**src/rtl/mips_pkg.sv**
```systemverilog
// Shared constants and types for the MIPS front end.
package mips_pkg;

    localparam logic [31:0] RESET_PC_DEFAULT = 32'h0000_0000;
    localparam logic [31:0] NOP_INSTR        = 32'h0000_0000;
    localparam logic [31:0] PC_STEP          = 32'd4;

    typedef enum logic {
        RUN  = 1'b0,
        HALT = 1'b1
    } ifetch_state_t;

endpackage

```
**src/rtl/ifetch_ifid_reg.sv**
```systemverilog
// IF/ID pipeline register: load captures {instr, pc, pc+4}; flush squashes to NOP, keeping pc fields.
// Latency: one edge. Backpressure: neither load nor flush holds every field.
// Priority: reset > flush > load > hold.
module ifid_reg
    import mips_pkg::*;
(
    input  logic        clk,
    input  logic        rst_n,
    input  logic        load,
    input  logic        flush,
    input  logic [31:0] fetch_instr,
    input  logic [31:0] fetch_pc,
    output logic        valid,
    output logic [31:0] instr,
    output logic [31:0] pc,
    output logic [31:0] pc4
);

    always_ff @(posedge clk) begin
        if (!rst_n) begin
            valid <= 1'b0;
            instr <= NOP_INSTR;
            pc    <= 32'h0;
            pc4   <= 32'h0;
        end else if (flush) begin
            valid <= 1'b0;
            instr <= NOP_INSTR;
        end else if (load) begin
            valid <= 1'b1;
            instr <= fetch_instr;
            pc    <= fetch_pc;
            pc4   <= fetch_pc + PC_STEP;
        end
    end

endmodule

```
**src/rtl/ifetch.sv**
```systemverilog
// Instruction fetch: PC register, next-PC mux and RUN/HALT FSM; optional IFETCH_MISALIGN_EN halts on bad targets.
// Latency: ROM word appears on id_instr one edge after pc addresses it; a redirect costs one bubble.
// Backpressure: stall freezes pc and IF/ID; redirect overrides stall.
module ifetch
    import mips_pkg::*;
#(
    parameter logic [31:0] RESET_PC = RESET_PC_DEFAULT
) (
    input  logic        clk,
    input  logic        rst_n,
    output logic [31:0] imem_addr,
    input  logic [31:0] imem_rdata,
    input  logic        stall,
    input  logic        redirect,
    input  logic [31:0] redirect_pc,
    output logic        id_valid,
    output logic [31:0] id_instr,
    output logic [31:0] id_pc,
    output logic [31:0] id_pc4,
    output logic        misalign
);

    ifetch_state_t state, next_state;
    logic [31:0]   pc, next_pc;
    logic          load, flush;
`ifdef IFETCH_MISALIGN_EN
    logic          set_misalign;
    logic          misalign_q;
`endif

    assign imem_addr = pc;

    always_ff @(posedge clk) begin
        if (!rst_n) begin
            state <= RUN;
            pc    <= RESET_PC;
        end else begin
            state <= next_state;
            pc    <= next_pc;
        end
    end

    always_comb begin
        next_state = state;
        next_pc    = pc;
        load       = 1'b0;
        flush      = 1'b0;
`ifdef IFETCH_MISALIGN_EN
        set_misalign = 1'b0;
`endif
        case (state)
            RUN: begin
                if (redirect) begin
                    flush = 1'b1;
`ifdef IFETCH_MISALIGN_EN
                    // A misaligned target is fatal: pc stays put and fetch stops.
                    if (redirect_pc[1:0] != 2'b00) begin
                        set_misalign = 1'b1;
                        next_state   = HALT;
                    end else begin
                        next_pc = redirect_pc;
                    end
`else
                    next_pc = redirect_pc & ~32'h3;
`endif
                end else if (!stall) begin
                    load    = 1'b1;
                    next_pc = pc + PC_STEP;
                end
            end
            HALT: begin
                flush = 1'b1;
            end
            default: begin
                next_state = RUN;
            end
        endcase
    end

`ifdef IFETCH_MISALIGN_EN
    always_ff @(posedge clk) begin
        if (!rst_n) begin
            misalign_q <= 1'b0;
        end else if (set_misalign) begin
            misalign_q <= 1'b1;
        end
    end
    assign misalign = misalign_q;
`else
    assign misalign = 1'b0;
`endif

    ifid_reg u_ifid (
        .clk         (clk),
        .rst_n       (rst_n),
        .load        (load),
        .flush       (flush),
        .fetch_instr (imem_rdata),
        .fetch_pc    (pc),
        .valid       (id_valid),
        .instr       (id_instr),
        .pc          (id_pc),
        .pc4         (id_pc4)
    );

endmodule

```
**config.mk**
```make
export PLATFORM = sky130hd
export DESIGN_NAME = ifetch
export DESIGN_NICKNAME = d
export VERILOG_FILES = /design/src/rtl/mips_pkg.sv /design/src/rtl/ifetch_ifid_reg.sv /design/src/rtl/ifetch.sv
export SDC_FILE = /design/constraint.sdc
export NUM_CORES = 1
export LEC_CHECK = 0
export CAP_MARGIN = 20
export CORE_MARGIN = 1.5
export CORE_UTILIZATION = 46
export DETAILED_ROUTE_END_ITERATION = 8
export PLACE_DENSITY = 0.9
export SLEW_MARGIN = 20
export SYNTH_ARGS = -nofsm -noshare
export SYNTH_HDL_FRONTEND = slang
export SYNTH_SLANG_ARGS = --single-unit
```
**constraint.sdc**
```tcl
create_clock -name clk -period 4.4 [get_ports clk]
set_input_delay 1.1 -clock clk [delete_from_list [all_inputs] [get_ports clk]]
set_output_delay 1.1 -clock clk [all_outputs]
set_load 0.005 [all_outputs]
```
==> run summary <==
status: finished clean
Max IR drop VDD: 0.2520 mV
final slew viol count: 0
Mean Syn Cell Area: 8.346 um^2
Final #Nets: 891
Worst Setup Start Kind: flop
clk slew on worst S/H paths: 50 ps
Final setup viols: 0
worst skew pair latency: 420 ps
Wirelength per Cell: 17.46 um
Vias: 5561
Top-Level Pins: 198
final hold violations: 0
RSZ-0062 raised after global routing: no
Arrival @ worst endpoint: 1620 ps
sequential area share after synthesis: 44.23%
first-pass GRT wire length: 26.96 mm
maxcap violations: 0
GR Overflow Total: 0
slowest stage cell, crit path: dfxtp_1
vias in the first global route: 5256
Worst Clk Skew: 8.881 ps
Worst R2R Setup Slack: 1850 ps
max_slew headroom: 58.93%
XOR/XNOR Fraction of Synth Area: 3.619%
Area Overhead vs Synth: 43.58%
FMAX: 367.6 MHz
CP peak stage delay: 600 ps
Worst Hold Path EP: u_ifid.pc[29]$_SDFFE_PN0P_
min Tclk post-route: 2720 ps
Synth Flop Type: dfxtp_1
largest family of logic cells by synthesized area: simple AND/OR/NAND/NOR gates
Hold/Removal Path Class: flop to flop
H-tree depth: 4
Async SR Flop Fraction: 0%
GR Util All Layers: 26.93%
Ant. Diodes: 0
die area: 12770 um^2
WHS: 453.5 ps
Final ANT Viol Nets: 0
Core Region: 11610 um^2
worst setup path category: flop to output pin
TritonCTS clock tree: built
period utilization: 61.82%
PD cells: 368.2 nW/um^2
Static Leak: 2.824 nW
adder-cell share of the synthesized area: 0.2248%
fraction of layout instances using a drive strength above 1: 5.635%
DIE WIDTH: 113.0 um
Hold-fix buffers, CTS: 0
library cells used by synthesis: 52
CTS root buffer: clkbuf_16
hold_sp: u_ifid.pc[29]$_SDFFE_PN0P_
die height: 113.0 um
Synth Instances: 667
vias per inst: 5.692
CP required: 3300 ps
crit-path max FO: 10
Remaining DRCs: 0
FP Rows: 39
placement-stage cell area: 7421 um^2
PostCTS Resize Cnt: 0
worst-margin pin slew: 613.9 ps
RD Place Congestion: 0.8360
most frequent cells in the layout: clkdlybuf4s50_1 (187), dfxtp_1 (123), nand2_1 (84), nor2_1 (68), a21oi_1 (49)
Compound-Gate Fraction of Synth Area: 15.78%
endpoint type of the worst setup path: output pin
mux cell area share after synthesis: 6.294%
number of synthesized flops with an enable pin: 0
total power: 2.943 mW
commonest non-fill, non-tap cell in the layout: clkdlybuf4s50_1
PortBufs: 188
worst path cell trace: clkdlybuf4s50_1
initial DRC count: 518
Synth Cell Area: 5567 um^2
worst hold stages: 2
Initial Util: 47.93%
Fill cells: 928
drt first pass iters: 5
clk buf depth: 2
DRT Wirelength: 17.06 mm
postcts setup bufs: 0
family with the most delay on the worst path: flip-flops
reg2reg path depth: 4
largest net degree at the start of global routing: 53
fin area: 7993 um^2
reg2reg end: imem_addr[25]$_SDFFE_PN0N_
total number of yosys warnings: 0
Synth Area in Simple Gates: 24.07%
Crit path buffers/inverters: 1
initial antenna violation count: 0
synthesized flop and latch total: 123
CTS buffer count: 17
estimated wirelength of the detail-placed design: 11.50 mm
RR Startpoint: imem_addr[6]$_SDFFE_PN0N_
TNS Setup: 0 ps
Clock Sinks: 123
[sequential cells by signal, indices dropped and copies added, names as in the netlist]
signal / flops
u_ifid.instr: 32
imem_addr: 30
u_ifid.pc4: 30
u_ifid.pc: 30
u_ifid.valid: 1
[stage by stage]
| step | util (%) | cells | worst slack, ps |
|---|---|---|---|
| finish | 68.82 | 977 | 1680 |
| global route | 68.82 | 977 | 1628 |
| CTS | 68.80 | 977 | 1681 |
| detailed placement | 63.90 | 946 | 1285 |
| global placement | 63.90 | 946 | 1274 |
| floorplan | - | 673 | 1905 |
[power by group]
group	internal, mW	total (mW)	switching (mW)
combinational	0.206	0.358	0.152
clock	0.866	1.34	0.478
sequential	1.17	1.24	0.0699
[layer usage]
metal	wire [um]	GRT usage [%]	vias up
li1	-	-	2666
met1	6778	32.20	2563
met2	7988	43.31	301
met3	1881	9.588	31
met4	412	12.83	0
met5	0	0	-
[final cells by class]
class                           count  area, um^2  share of cell area [%]
Clock buffer                       22       474.2                   5.933
Tap cell                          143       178.9                   2.239
Sequential cell                   123        2462                   30.81
Timing Repair Buffer              197        1944                   24.33
Clock inverter                      9       95.09                   1.190
Multi-Input combinational cell    478        2819                   35.27
Inverter                            5       18.77                  0.2348
[how the worst max path moves through the flow]
stage,start,endpoint,slack [ps],cells past startpoint
2_1_floorplan,stall,u_ifid.instr[10]$_SDFFE_PP0P_,1900,5
3_3_place_gp,rst_n,u_ifid.valid$_SDFFE_PP0P_,1270,3
3_5_place_dp,rst_n,u_ifid.valid$_SDFFE_PP0P_,1290,3
4_1_cts,imem_addr[10]$_SDFFE_PN0N_,imem_addr[10],1680,1
5_1_grt,imem_addr[10]$_SDFFE_PN0N_,imem_addr[10],1630,1
6_report,imem_addr[10]$_SDFFE_PN0N_,imem_addr[10],1680,1
[Yosys cell counts, types with 2 or more instances]
| cell | instances | area, um^2 |
|---|---|---|
| o311a_1 | 2 | 20.02 |
| nor4_1 | 19 | 118.9 |
| nor4b_1 | 2 | 17.52 |
| xnor2_1 | 19 | 166.4 |
| a311oi_1 | 10 | 87.58 |
| a32oi_1 | 2 | 17.52 |
| nand4_1 | 9 | 56.30 |
| inv_1 | 4 | 15.01 |
| nand2b_1 | 4 | 25.02 |
| a31oi_1 | 4 | 25.02 |
| xor2_1 | 4 | 35.03 |
| or3_1 | 11 | 68.82 |
| nand2_1 | 85 | 319.1 |
| o21ai_0 | 44 | 220.2 |
| o31a_1 | 5 | 43.79 |
| o21ai_1 | 2 | 10.01 |
| o31ai_1 | 2 | 15.01 |
| or4_1 | 5 | 37.54 |
| and2_1 | 3 | 18.77 |
| and4_1 | 8 | 70.07 |
| dfxtp_1 | 123 | 2462 |
| a21oi_1 | 49 | 245.2 |
| nand4_4 | 2 | 42.54 |
| buf_4 | 9 | 67.56 |
| nand4b_1 | 2 | 17.52 |
| nor2_1 | 69 | 259.0 |
| clkbuf_1 | 45 | 168.9 |
| a21boi_0 | 2 | 15.01 |
| or2_2 | 2 | 12.51 |
| nor2b_1 | 4 | 25.02 |
| a211oi_1 | 13 | 97.59 |
| mux2i_1 | 35 | 350.3 |
| buf_1 | 7 | 26.28 |
| nand3_1 | 14 | 70.07 |
| nor3_1 | 19 | 95.09 |
| o41a_1 | 3 | 33.78 |
| buf_2 | 5 | 25.02 |
| and3_1 | 3 | 18.77 |
| nor3b_1 | 4 | 30.03 |
[cells by family (layout without fill, tap and decap cells)]
family                     after synthesis  in the layout
AOI/OAI and AO/OA                      143            143
xor gates and xnor gates                23             23
adders and majority gates                1              1
buffers and inverters                   72            233
DFF                                    123            123
muxes                                   35             35
other                                    1              7
and+or+nand+nor                        269            269
(Power assumes the default switching activity.)
